--- config.mk ---
export PLATFORM = sky130hd
export DESIGN_NAME = sync_fifo_wr_arb
export DESIGN_NICKNAME = d
export VERILOG_FILES = /design/src/rtl/sync_fifo_arb_pkg.sv /design/src/rtl/sync_fifo_wr_arb_picker.sv /design/src/rtl/sync_fifo_wr_arb.sv
export SDC_FILE = /design/constraint.sdc
export NUM_CORES = 1
export LEC_CHECK = 0
export BUFFER_PORTS_ARGS = -buffer_cell sky130_fd_sc_hd__clkbuf_2
export CAP_MARGIN = 25
export CORE_MARGIN = 2
export CORE_UTILIZATION = 48
export CTS_CLUSTER_DIAMETER = 100
export CTS_CLUSTER_SIZE = 30
export DETAILED_ROUTE_END_ITERATION = 8
export GPL_TIMING_DRIVEN = 0
export HOLD_SLACK_MARGIN = 0.1
export PLACE_DENSITY = 0.86
export SLEW_MARGIN = 20
export SYNTH_ARGS = -nofsm -noshare
export SYNTH_HDL_FRONTEND = slang
export SYNTH_SLANG_ARGS = --single-unit
--- constraint.sdc ---
create_clock -name clk -period 6.7 [get_ports clk]
set_input_delay 1.005 -clock clk [delete_from_list [all_inputs] [get_ports clk]]
set_output_delay 1.005 -clock clk [all_outputs]
set_load 0.01 [all_outputs]
--- src/rtl/sync_fifo_arb_pkg.sv ---
// Shared types and defaults for the round-robin FIFO write-port arbiter.
// Latency: n/a (types, constants and a pure function only).
// Backpressure: n/a.
package sync_fifo_arb_pkg;

    typedef enum logic {
        IDLE  = 1'b0,
        BURST = 1'b1
    } arb_state_e;

    localparam int DEF_N_REQ     = 4;
    localparam int DEF_DATA_W    = 8;
    localparam int DEF_MAX_BURST = 4;
    localparam int DEF_CNT_W     = 16;

    // Wraps by explicit compare so non-power-of-two N_REQ never lands on a ghost index.
    function automatic int unsigned ptr_inc(input int unsigned ptr, input int unsigned n);
        return (ptr == n - 1) ? 0 : ptr + 1;
    endfunction

endpackage

--- src/rtl/sync_fifo_wr_arb_picker.sv ---
// rr_picker: first asserted, non-excluded request searching upward from start.
// Latency: combinational.
// Backpressure: none; a pure function of its inputs.
module rr_picker #(
    parameter int N_REQ = 4,
    parameter int PTR_W = 2
) (
    input  logic [N_REQ-1:0] req,
    input  logic [PTR_W-1:0] start,
    input  logic [N_REQ-1:0] excl,
    output logic             found,
    output logic [PTR_W-1:0] idx
);

    always_comb begin
        int c;
        found = 1'b0;
        idx   = '0;
        c     = 0;
        for (int k = 0; k < N_REQ; k++) begin
            c = int'(start) + k;
            if (c >= N_REQ) begin
                c = c - N_REQ;
            end
            if (!found && req[c] && !excl[c]) begin
                found = 1'b1;
                idx   = PTR_W'(c);
            end
        end
    end

endmodule

--- src/rtl/sync_fifo_wr_arb.sv ---
// Round-robin arbiter sharing one FIFO write port among N_REQ valid/ready producers; optional per-producer beat counters with SYNC_FIFO_ARB_STATS_EN.
// Latency: first write 1 cycle after valid is sampled in IDLE, then 1 beat/cycle with zero-cycle grant switches.
// Backpressure: fifo_full_i deasserts the granted ready and wr_en combinationally; the grant and burst count hold while full.
module sync_fifo_wr_arb
    import sync_fifo_arb_pkg::*;
#(
    parameter int N_REQ     = DEF_N_REQ,
    parameter int DATA_W    = DEF_DATA_W,
    parameter int MAX_BURST = DEF_MAX_BURST
`ifdef SYNC_FIFO_ARB_STATS_EN
    ,
    parameter int CNT_W     = DEF_CNT_W
`endif
) (
    input  logic                     clk,
    input  logic                     rst,
    input  logic [N_REQ-1:0]         req_valid_i,
    input  logic [N_REQ*DATA_W-1:0]  req_data_i,
    output logic [N_REQ-1:0]         req_ready_o,
    output logic [N_REQ-1:0]         grant_o,
    output logic                     busy_o,
    output logic                     fifo_wr_en_o,
    output logic [DATA_W-1:0]        fifo_data_o,
    input  logic                     fifo_full_i
`ifdef SYNC_FIFO_ARB_STATS_EN
    ,
    output logic [N_REQ*CNT_W-1:0]   beat_cnt_o
`endif
);

    localparam int PTR_W  = $clog2(N_REQ);
    localparam int BCNT_W = $clog2(MAX_BURST + 1);
    localparam logic [BCNT_W-1:0] LAST_BEAT = BCNT_W'(MAX_BURST - 1);

    arb_state_e        state, state_nxt;
    logic [PTR_W-1:0]  grant_q, grant_nxt;
    logic [PTR_W-1:0]  rr_ptr, rr_nxt;
    logic [BCNT_W-1:0] beat_cnt, bcnt_nxt;

    logic              busy;
    logic              gnt_valid;
    logic              accept;
    logic              burst_done;
    logic              release_now;
    logic [N_REQ-1:0]  gnt_onehot;
    logic [PTR_W-1:0]  ptr_next;

    logic [PTR_W-1:0]  pick_start;
    logic [N_REQ-1:0]  pick_excl;
    logic              pick_found;
    logic [PTR_W-1:0]  pick_idx;

    assign busy       = (state == BURST);
    assign gnt_valid  = req_valid_i[grant_q];
    assign gnt_onehot = N_REQ'(1) << grant_q;
    assign ptr_next   = PTR_W'(ptr_inc(32'(grant_q), N_REQ));

    // Reset gates the handshake so a reset landing mid-burst never writes.
    assign accept       = busy && gnt_valid && !fifo_full_i && !rst;
    assign req_ready_o  = (busy && !fifo_full_i && !rst) ? gnt_onehot : '0;
    assign fifo_wr_en_o = accept;
    assign fifo_data_o  = req_data_i[grant_q*DATA_W +: DATA_W];
    assign grant_o      = busy ? gnt_onehot : '0;
    assign busy_o       = busy;

    assign burst_done  = accept && (beat_cnt == LAST_BEAT);
    assign release_now = busy && (burst_done || !gnt_valid);

    // Idle arbitration searches from rr_ptr; a release re-picks from the slot after the owner.
    always_comb begin
        pick_start = rr_ptr;
        pick_excl  = '0;
        if (busy) begin
            pick_start = ptr_next;
            if (burst_done) begin
                pick_excl = gnt_onehot;
            end
        end
    end

    rr_picker #(
        .N_REQ (N_REQ),
        .PTR_W (PTR_W)
    ) u_picker (
        .req   (req_valid_i),
        .start (pick_start),
        .excl  (pick_excl),
        .found (pick_found),
        .idx   (pick_idx)
    );

    always_comb begin
        state_nxt = state;
        grant_nxt = grant_q;
        rr_nxt    = rr_ptr;
        bcnt_nxt  = beat_cnt;
        case (state)
            IDLE: begin
                if (pick_found) begin
                    state_nxt = BURST;
                    grant_nxt = pick_idx;
                    bcnt_nxt  = '0;
                end
            end
            BURST: begin
                if (accept) begin
                    bcnt_nxt = beat_cnt + BCNT_W'(1);
                end
                if (release_now) begin
                    rr_nxt   = ptr_next;
                    bcnt_nxt = '0;
                    if (pick_found) begin
                        grant_nxt = pick_idx;
                    end else if (!gnt_valid) begin
                        state_nxt = IDLE;
                    end
                end
            end
            default: state_nxt = IDLE;
        endcase
    end

    always_ff @(posedge clk) begin
        if (rst) begin
            state    <= IDLE;
            grant_q  <= '0;
            rr_ptr   <= '0;
            beat_cnt <= '0;
        end else begin
            state    <= state_nxt;
            grant_q  <= grant_nxt;
            rr_ptr   <= rr_nxt;
            beat_cnt <= bcnt_nxt;
        end
    end

`ifdef SYNC_FIFO_ARB_STATS_EN
    logic [CNT_W-1:0] stat_q [N_REQ];

    always_ff @(posedge clk) begin
        if (rst) begin
            for (int i = 0; i < N_REQ; i++) begin
                stat_q[i] <= '0;
            end
        end else if (accept && (stat_q[grant_q] != '1)) begin
            stat_q[grant_q] <= stat_q[grant_q] + CNT_W'(1);
        end
    end

    for (genvar g = 0; g < N_REQ; g++) begin : g_stat
        assign beat_cnt_o[g*CNT_W +: CNT_W] = stat_q[g];
    end
`endif

endmodule

==> flow_summary_export.csv, run 1 <==
group,metric,value,unit
worst_setup_path,crit_slowest_cell,"buf_1",
clock_tree,cts_resized,0,
route,first_pass_iters,4,
clock_tree,clock_latency,0.25,ns
sta,whs,0.5044,ns
worst_setup_path,cp_data_arrival_time,2.08,ns
clock_tree,numCtsBuffers,3,
pwr,power_density,254.7,mW/mm2
synthesis,synth_seq_area_share,15.61,%
sta,min_period_over_period,46.12,%
global_routing,grt_max_degree,11,
run,cap_violations,0,
route,wl_met3,229,um
placement,post-place-ws,3.361,ns
synthesis,synth_top_cell_by_area,"mux4_2",
synthesis,synth-edff-count,0,
final_layout,nNetsFinal,218,
sta,worstMarginPinSlew,0.6732,ns
final_layout,fill_cells,174,
worst_setup_path,cp_cell_sequence,"buf_1 -> inv_1 -> ha_1 -> and2_1 -> clkbuf_2",
global_routing,antenna_found_initial,0,
route,wl_per_cell,13.87,um
synthesis,async_flop_share,0,%
worst_setup_path,path_class,"reg2out",
pwr,combPwrFrac,70.4,%
final_layout,design_area,0.001363,mm2
synthesis,synth_area_leaders,"mux4_2, dfxtp_1, mux2i_1",
pwr,p_int,197.9,uW
placement,place_area,0.001340,mm2
sta,hold_viol,0,
placement,gp_congestion,0.9526,
pwr,p_seq_share,19.1,%
die,io_pins,57,
die,dieArea,0.002523,mm2
final_layout,stdcell_count,198,
worst_hold_path,min_path_type,"reg2reg",
sta,fin_skew,0.004961,ns
worst_setup_path,crit_path_max_fanout,10,
synthesis,synth_ff_type,"dfxtp_1",
route,avgViaCountPerCell,5.737,
die,initial_core_util,51.77,%
route,finalWirelength,2746,um
synthesis,syn_avg_cell_area,9.161,um2
sta,period_minus_slack,3.090,ns
sta,clock.fmax,0.3236,GHz
pwr,clockPowerShare,10.5,%
worst_setup_path,max_stage_delay,0.56,ns
final_layout,drive_above_1_share,45.61,%
global_routing,grt_pass1_vias,1108,
die,die_w,50.23,um
die,die_h,50.23,um
status,status,"complete, no violations",
route,dr_wl_met2,1439,um
route,drt_iter0_markers,20,
placement,io_buffers,56,
sta,slew_violations,0,
synthesis,syn_inst,112,
die,coreArea,0.001982,mm2
worst_setup_path,critPathLaunchType,"flop",
synthesis,synth_top_area_share,17.56,%
worst_setup_path,cp-end-kind,"primary output",
synthesis,yosysWarnings,0,
synthesis,synth_nets,157,
clock_tree,clockBufferDepth,2,
synthesis,syn_area,0.001026,mm2
sta,fin_ws,3.610,ns
clock_tree,cts_hold_buf,0,
global_routing,grt_use_total,24.05,%
placement,hpwl,2363,um
sta,finalSetupViolations,0,
pwr,power,347.0,uW
clock_tree,cts.sinks,8,
synthesis,synth-seq-cells,8,
final_layout,area_delta_synth_final,32.81,%
clock_tree,tritoncts,"done",
worst_setup_path,worst_ep_required_time,5.69,ns
final_layout,antenna_cells,0,
route,wl_met1,1035,um
pwr,p_sw,149.1,uW
die,rows,16,
final_layout,post-route-util,68.75,%
sta,finalSetupTns,0,ns
global_routing,grt_pass1_wl,4802,um
route,highest_layer,"met4",
pwr,p_leak,0.6441,nW
pwr,ir_drop,0.1529,mV
placement,place_inst,195,
clock_tree,htreeDepth,1,
pwr,power.share.switching,42.98,%
synthesis,synth_cell_type_count,41,
sta,slew_headroom,55.12,%
clock_tree,clock-root-buffer,"clkbuf_4",
global_routing,grt_overflow_total,0,
clock_tree,cts_setup_buffers,0,
sta,rsz0062_at_grt,"false",
route,vias,1136,
route,drc,0,
clock_tree,clk_pin_slew,0.05,ns
route,drtAntennaViolNets,0,
worst max-delay path, delay by kind of cell, from the launching register on:
kind	cells	cell delay, ns
and+or+nand+nor	1	0.19
DFF	1	0.45
adders and majority gates	1	0.31
buffers and inverters	3	0.88
cell usage after synthesis, types with 2 or more instances:
| library cell | instances |
|---|---|
| nand2b_1 | 3 |
| o21ai_0 | 3 |
| mux2i_1 | 8 |
| a21oi_1 | 5 |
| nand2_1 | 4 |
| and2_1 | 9 |
| a21boi_0 | 2 |
| nor3b_1 | 2 |
| buf_1 | 2 |
| nor2b_1 | 3 |
| inv_1 | 4 |
| clkbuf_1 | 2 |
| a31oi_1 | 2 |
| nand3_1 | 2 |
| mux2_2 | 4 |
| nor2_1 | 10 |
| dfxtp_1 | 8 |
| mux4_2 | 8 |
| nor3_1 | 3 |
| ha_1 | 6 |
| mux2_1 | 2 |
state kept, by name (all words and copies together), names as in the netlist:
signal,cells
busy_o,1
beat_cnt,3
rr_ptr,2
grant_q,2
final cells by class:
| cell class | count | area [um2] | share of cell area, % |
|---|---|---|---|
| buffer | 7 | 38.79 | 2.847 |
| clock buffer | 3 | 22.52 | 1.653 |
| inverter | 4 | 15.01 | 1.102 |
| multi-input combinational | 93 | 812.0 | 59.60 |
| sequential | 8 | 160.2 | 11.75 |
| tap | 27 | 33.78 | 2.479 |
| timing repair buffer | 56 | 280.3 | 20.57 |
cells in the final DEF, fill, tap and decap left out, drive strengths merged:
| master | Yosys | final |
|---|---|---|
| or3b | 1 | 1 |
| a21boi | 2 | 2 |
| a31o | 1 | 1 |
| dfxtp | 8 | 8 |
| nand3b | 1 | 1 |
| mux4 | 8 | 8 |
| ha | 6 | 6 |
| o2bb2ai | 1 | 1 |
| o32a | 1 | 1 |
| nand3 | 2 | 2 |
| mux2i | 8 | 8 |
| and2 | 10 | 10 |
| or4 | 1 | 1 |
| a22oi | 1 | 1 |
| a211oi | 1 | 1 |
| nor2 | 10 | 10 |
| mux2 | 6 | 6 |
| nor2b | 3 | 3 |
| a21bo | 1 | 1 |
| a311oi | 1 | 1 |
| nand2b | 3 | 3 |
| nand2 | 4 | 4 |
| a41o | 1 | 1 |
| clkbuf | 2 | 61 |
| nand4bb | 1 | 1 |
| o211a | 1 | 1 |
| nor3 | 3 | 3 |
| a21oi | 5 | 5 |
| a31oi | 2 | 2 |
| inv | 4 | 4 |
| nor3b | 2 | 2 |
| a211o | 1 | 1 |
| o21ai | 5 | 5 |
| buf | 5 | 5 |
cell families after synthesis:
| logic type | after synthesis | share of synthesized area, % |
|---|---|---|
| flops | 8 | 15.61 |
| fa+ha+maj | 6 | 7.317 |
| compound gates | 24 | 17.44 |
| buf+inv | 11 | 5.244 |
| mux | 22 | 31.95 |
| simple gates | 41 | 22.44 |
metal layers:
layer / GRT usage, % / vias up
met5: 0 / -
met4: 10.19 / 0
met3: 2.976 / 6
met2: 46.93 / 58
met1: 25.28 / 530
li1: - / 542
power groups by stage:
| stage | Sequential (mW) | Clock [mW] | Combinational [mW] |
|---|---|---|---|
| 3_3_place_gp | 0.0667 | 0 | 0.236 |
| 6_report | 0.0663 | 0.0363 | 0.244 |
| 3_5_place_dp | 0.0672 | 0 | 0.243 |
| 2_1_floorplan | 0.0654 | 0 | 0.179 |
| 5_1_grt | 0.0674 | 0.0407 | 0.271 |
| 4_1_cts | 0.0661 | 0.0384 | 0.244 |
path summary, 6_finish.rpt:
kind,slack (ns),depth (start not counted),to,start
worst max register to register,3.64,10,beat_cnt[0]$_SDFFE_PP0P_,grant_q[0]$_SDFFE_PP0P_
worst max-delay path,3.61,5,grant_o[2],grant_q[0]$_SDFFE_PP0P_
worst min-delay path,0.50,2,beat_cnt[1]$_SDFFE_PP0P_,beat_cnt[1]$_SDFFE_PP0P_
worst min register to register,0.50,2,beat_cnt[1]$_SDFFE_PP0P_,beat_cnt[1]$_SDFFE_PP0P_
No activity file was read; power rests on OpenSTA's default activity.
==> inputs of run 2 (changes only) <==
Settings changed: CORE_UTILIZATION 48 to 44, PLACE_DENSITY 0.86 to 0.8.
Clock period 6.7 ns to 2.88 ns, I/O delays scaled along.
==> run 2 against run 1 <==
  * Hold slack improved by 0.016 ns
  * Global-route usage decreased by 2.6 points
  * Non-clock buffer count increased by 2
  * First-iteration DRC count unchanged
  * Via count increased by 0.18%
  * Register-to-register slack got worse by 3.6 ns
  * Total power increased by 150%
  * Design area increased by 5.7%
  * Worst setup slack got worse by 3.5 ns
  * Routed wire length increased by 9.0%
  * Clock power increased by 140%
  * Die area increased by 8.4%
  * Critical endpoint is now beat_cnt[2]$_SDFFE_PP0P_
  * Largest power group unchanged
  * Highest routed layer unchanged
==> flow_summary_export.csv, run 2 (synthesis gave the netlist of run 1 again) <==
group,metric,value,unit
sta,clock.fmax,0.3552,GHz
worst_setup_path,cp_data_arrival_time,2.96,ns
die,coreArea,0.002212,mm2
route,vias,1138,
pwr,clockPowerShare,10.3,%
route,drc,0,
placement,place_inst,196,
sta,min_period_over_period,97.74,%
global_routing,grt_pass1_wl,4416,um
worst_setup_path,critPathLaunchType,"flop",
sta,worstMarginPinSlew,0.5227,ns
sta,slew_violations,0,
worst_setup_path,cp_top_family,"simple AND/OR/NAND/NOR gates",
die,die_h,52.29,um
global_routing,grt_use_total,21.40,%
sta,fin_ws,0.06500,ns
die,rows,17,
clock_tree,cts_hold_buf,0,
worst_hold_path,worstHoldStart,"beat_cnt[1]$_SDFFE_PP0P_",
final_layout,antenna_cells,0,
worst_setup_path,worst-path-buf-inv,2,
worst_setup_path,reg2regPathDepth,10,
die,io_pins,57,
worst_hold_path,min_path_cells,2,
route,finalWirelength,2993,um
pwr,power.share.switching,43.01,%
sta,finalSetupTns,0,ns
clock_tree,tritoncts,"done",
worst_hold_path,min_to,"beat_cnt[1]$_SDFFE_PP0P_",
final_layout,largest_reg_flops,3,
placement,io_buffers,56,
sta,slew_headroom,65.08,%
route,drt_iter0_markers,20,
worst_setup_path,worst_ep_required_time,3.03,ns
final_layout,regMostFlops,"beat_cnt",
clock_tree,clock_latency,0.26,ns
clock_tree,clockBufferDepth,2,
worst_setup_path,r2r-end,"beat_cnt[2]$_SDFFE_PP0P_",
final_layout,area_delta_synth_final,40.37,%
global_routing,grt_overflow_total,0,
worst_setup_path,path_class,"reg2reg",
final_layout,reg_top3,"beat_cnt: 3 flops, grant_q: 2 flops, rr_ptr: 2 flops",
worst_setup_path,r2r-start,"grant_q[0]$_SDFFE_PP0P_",
final_layout,fill_cells,197,
pwr,p_leak,0.6631,nW
worst_setup_path,cpMostUsedCell,"buf_6",
pwr,power_density,602.2,mW/mm2
final_layout,drive_above_1_share,53.18,%
placement,gp_congestion,0.8961,
pwr,p_sw,373.0,uW
die,dieArea,0.002734,mm2
run,cap_violations,0,
placement,post-place-ws,-0.2353,ns
final_layout,final_cell_mix,"clkbuf_2, nor2_1, and2_1",
worst_setup_path,max_stage_delay,0.55,ns
clock_tree,clock-root-buffer,"clkbuf_4",
global_routing,grt_pass1_vias,1033,
global_routing,grt_max_degree,11,
pwr,ir_drop,0.3883,mV
worst_hold_path,min_path_type,"reg2reg",
global_routing,antenna_found_initial,0,
route,wl_per_cell,14.89,um
clock_tree,clk_pin_slew,0.06,ns
pwr,combPwrFrac,70.7,%
die,die_w,52.29,um
worst_setup_path,ff2ff_setup_slack,0.07,ns
placement,hpwl,2412,um
pwr,p_int,494.3,uW
die,initial_core_util,46.38,%
clock_tree,htreeDepth,1,
sta,fin_skew,0.003765,ns
route,first_pass_iters,4,
worst_setup_path,crit_path_max_fanout,10,
pwr,p_seq_share,19.1,%
final_layout,final_common_cell,"clkbuf_2",
status,status,"complete, no violations",
route,avgViaCountPerCell,5.662,
sta,hold_viol,0,
sta,finalSetupViolations,0,
worst_setup_path,crit_slowest_cell,"or4_4",
route,drtAntennaViolNets,0,
clock_tree,cts.sinks,8,
final_layout,stdcell_count,201,
sta,period_minus_slack,2.815,ns
final_layout,nNetsFinal,220,
worst_setup_path,cp-end-kind,"flop",
clock_tree,numCtsBuffers,3,
worst_setup_path,cp_cell_sequence,"ha_4 -> or3b_4 -> and2_4 -> buf_6 -> mux2i_1 -> a31oi_1 -> or4_4 -> buf_6 -> o21ai_4 -> mux2_4",
-- run 2: per-layer routing --
| layer | share of wire, % | global-route usage, % | vias up |
|---|---|---|---|
| li1 | - | - | 543 |
| met3 | 7.1 | 1.714 | 5 |
| met5 | 0 | 0 | - |
| met2 | 54 | 43.96 | 50 |
| met4 | 1.5 | 7.692 | 0 |
| met1 | 37 | 21.70 | 540 |
-- run 2: power groups by stage --
stage               sequential [mW]  clock, mW  combinational, mW
finish                        0.165     0.0889              0.613
global route                  0.170     0.0954              0.667
CTS                           0.162     0.0905              0.577
detailed placement            0.158          0              0.568
global placement              0.156          0              0.550
floorplan                     0.152          0              0.416
-- run 2: timing repair --
action,4_1_cts,5_1_grt
gates resized for setup,7,12
setup buffers,0,2
setup endpoints to repair,5,2
pin swaps,0,1
-- run 2: per-stage QoR --
stage	utilization (%)	area [um2]	hold slack [ns]	total power, mW
after floorplan	-	1026	0.4560	0.5684
after global placement	60.63	1341	0.4647	0.7060
after detailed placement	60.63	1341	0.5188	0.7260
after CTS	62.61	1385	0.5313	0.8300
after global routing	65.10	1440	0.5491	0.9323
final	65.10	1440	0.5203	0.8673
-- run 2: cell type report --
class	count	area, um2	area share, %
repair buffers	58	295.3	20.50
inverters	4	15.01	1.043
clock buffers	3	22.52	1.564
well taps	28	35.03	2.433
multi-input cells	93	855.8	59.43
flip-flops and latches	8	167.7	11.64
plain buffers	7	48.80	3.388
-- run 2: worst max path at each step --
stage                             from  depth (start not counted)                        to
5_1_grt        grant_q[0]$_SDFFE_PP0P_                         10  beat_cnt[2]$_SDFFE_PP0P_
6_report       grant_q[0]$_SDFFE_PP0P_                         10  beat_cnt[2]$_SDFFE_PP0P_
2_1_floorplan  grant_q[0]$_SDFFE_PP0P_                         10  beat_cnt[0]$_SDFFE_PP0P_
3_3_place_gp   grant_q[0]$_SDFFE_PP0P_                         10  beat_cnt[0]$_SDFFE_PP0P_
3_5_place_dp   grant_q[0]$_SDFFE_PP0P_                         10  beat_cnt[2]$_SDFFE_PP0P_
4_1_cts        grant_q[0]$_SDFFE_PP0P_                         10  beat_cnt[2]$_SDFFE_PP0P_
-- run 2: tightest hold or removal path, cell delays in order, from the launching register on --
cell      delay, ns
dfxtp_1        0.32
nand2b_1       0.08
mux2i_1        0.07
==> inputs of run 3 (changes only) <==
Settings changed: CORE_UTILIZATION 44 to 43, RECOVER_POWER set to 25, SYNTH_HIERARCHICAL set to 1.
==> run 3 against run 2 <==
  * Global-route usage is 0.88 points higher
  * Clock skew is 0.0073 ns higher
  * Area after synthesis is 7.9% lower
  * Clock power is 0.4% lower
  * Sequential cell count stayed put
  * Critical path type unchanged
  * Largest cell class unchanged
  * Largest power group unchanged
  * Highest routed layer unchanged
==> flow_summary_export.csv, run 3 <==
group,metric,value,unit
synthesis,synth.most_common_cell,"and2_1",
synthesis,synth-edff-count,0,
die,rows,16,
route,finalWirelength,2534,um
route,dr_wl_met2,1349,um
clock_tree,cts_hold_buf,0,
synthesis,syn_area,944.7,um2
final_layout,regMostFlops,"beat_cnt",
sta,hold_viol,0,
clock_tree,clk_pin_slew,0.06,ns
final_layout,fill_cells,180,
die,dieArea,0.002588,mm2
sta,finalSetupViolations,0,
worst_setup_path,ff2ff_setup_slack,0.18,ns
final_layout,nNetsFinal,203,
synthesis,synth_commonest_cells,"and2_1, dfxtp_1, inv_1, mux4_2, nor2b_1",
placement,io_buffers,56,
pwr,p_leak,0.5908,nW
placement,place_inst,180,
sta,clock.fmax,0.3704,GHz
global_routing,grt_pass1_vias,1014,
worst_setup_path,cp_data_arrival_time,2.83,ns
worst_setup_path,r2r-start,"grant_q[0]$_SDFFE_PP0P_",
placement,place_area,0.001259,mm2
die,die_w,50.87,um
route,first_pass_iters,4,
status,status,"complete, no violations",
sta,finalSetupTns,0,ns
synthesis,synth_seq_area_share,16.95,%
final_layout,multi_input_area,724.4,um2
synthesis,syn_avg_cell_area,9.739,um2
die,io_pins,57,
global_routing,grt_pass1_wl,4402,um
clock_tree,numCtsBuffers,3,
worst_hold_path,min_path_type,"reg2reg",
placement,gp_congestion,0.7943,
run,cap_violations,0,
clock_tree,htreeDepth,1,
worst_setup_path,crit_path_max_fanout,10,
clock_tree,cts_setup_buffers,0,
global_routing,grt_max_degree,11,
route,drt_iter0_markers,13,
final_layout,register_area,160.2,um2
clock_tree,clock_latency,0.26,ns
die,coreArea,0.002022,mm2
die,initial_core_util,46.72,%
synthesis,synth_cell_type_count,32,
final_layout,final_common_cell,"clkbuf_2",
synthesis,synth_ff_type,"dfxtp_1",
worst_setup_path,reg2regPathDepth,9,
die,die_h,50.87,um
sta,fin_ws,0.1802,ns
clock_tree,cts.sinks,8,
final_layout,design_area,0.001269,mm2
worst_hold_path,min_path_cells,2,
route,avgViaCountPerCell,5.361,
pwr,power_density,340.4,mW/mm2
clock_tree,cts_resized,0,
worst_setup_path,worst_ep_required_time,3.01,ns
synthesis,synth_top_area_share,16.95,%
final_layout,final_cell_mix,"clkbuf_2, and2_1, dfxtp_1",
global_routing,grt_use_total,22.28,%
synthesis,yosysWarnings,6,
final_layout,area_delta_synth_final,34.30,%
synthesis,syn_inst,97,
worst_setup_path,crit_start,"grant_q[0]$_SDFFE_PP0P_",
final_layout,drive_above_1_share,46.15,%
route,wl_met3,131,um
sta,min_period_over_period,93.74,%
final_layout,largest_reg_flops,3,
sta,whs,0.4691,ns
global_routing,grt_overflow_total,0,
route,wl_met1,1001,um
sta,worstMarginPinSlew,0.4850,ns
worst_setup_path,cp-end-kind,"flop",
sta,slew_violations,0,
sta,rsz0062_at_grt,"false",
synthesis,synth-seq-cells,8,
synthesis,synth_nets,142,
final_layout,reg_top3,"beat_cnt: 3 flops, grant_q: 2 flops, rr_ptr: 2 flops",
pwr,ir_drop,0.2483,mV
placement,post-place-ws,0.1268,ns
synthesis,synth_top_cell_by_area,"dfxtp_1",
synthesis,async_flop_share,0,%
worst_hold_path,worstHoldStart,"rr_ptr[1]$_SDFFE_PP0P_",
clock_tree,clock-root-buffer,"clkbuf_4",
route,drc,0,
final_layout,antenna_cells,0,
route,drtAntennaViolNets,0,
clock_tree,tritoncts,"done",
final_layout,stdcell_count,183,
clock_tree,clockBufferDepth,2,
global_routing,antenna_found_initial,0,
route,vias,981,
sta,slew_headroom,67.67,%
sta,fin_skew,0.01108,ns
worst_setup_path,path_class,"reg2reg",
worst_setup_path,critPathLaunchType,"flop",
placement,hpwl,2128,um
route,wl_per_cell,13.85,um
synthesis,synth_area_leaders,"dfxtp_1, mux4_2, and2_1",
route,highest_layer,"met4",
sta,period_minus_slack,2.700,ns
==> run 3: area by class of cell <==
cell class | count | area share, %
Multi-Input combinational cell | 77 | 57.10
Inverter | 7 | 2.071
Clock buffer | 3 | 1.775
Buffer | 5 | 1.874
Tap cell | 27 | 2.663
Timing Repair Buffer | 56 | 21.89
Sequential cell | 8 | 12.62
==> run 3: per-stage QoR <==
stage,power [mW],utilization (%)
after floorplan,0.2706,-
after global placement,0.3397,62.25
after detailed placement,0.3483,62.25
after CTS,0.4385,63.37
after global routing,0.4602,62.75
final,0.4318,62.75
==> run 3: routing by layer <==
| layer | vias to the layer above | GRT usage (%) |
|---|---|---|
| met1 | 466 | 25.19 |
| met2 | 26 | 39.47 |
| li1 | 480 | - |
| met3 | 9 | 6.725 |
| met5 | - | 0 |
| met4 | 0 | 8.108 |
==> run 3: worst paths after layout <==
path | endpoint
setup reg to reg | beat_cnt[0]$_SDFFE_PP0P_
hold / removal | rr_ptr[1]$_SDFFE_PP0P_
hold reg to reg | rr_ptr[1]$_SDFFE_PP0P_
setup / recovery | beat_cnt[0]$_SDFFE_PP0P_
==> run 3: cell families after synthesis <==
| logic type | Yosys count | share of synthesized area, % |
|---|---|---|
| muxes | 15 | 29.01 |
| buffers and inverters | 12 | 5.298 |
| and+or+nand+nor | 42 | 28.08 |
| AOI/OAI and AO/OA | 14 | 12.71 |
| DFF | 8 | 16.95 |
| adders and majority gates | 6 | 7.947 |
==> run 3: critical path: stages, from the launching register on <==
cell,delay [ns]
dfxtp_1,0.50
mux4_2,0.68
and4_4,0.26
and2_1,0.14
nand2b_1,0.18
nor2b_1,0.17
nand3_1,0.22
nor3_1,0.10
a41oi_2,0.22
mux2i_1,0.11
==> run 3: power breakdown <==
part           internal, mW  switching, mW  total [mW]
clock network        0.0478         0.0406      0.0885
registers             0.119        0.00886       0.128
logic                 0.109          0.106       0.215
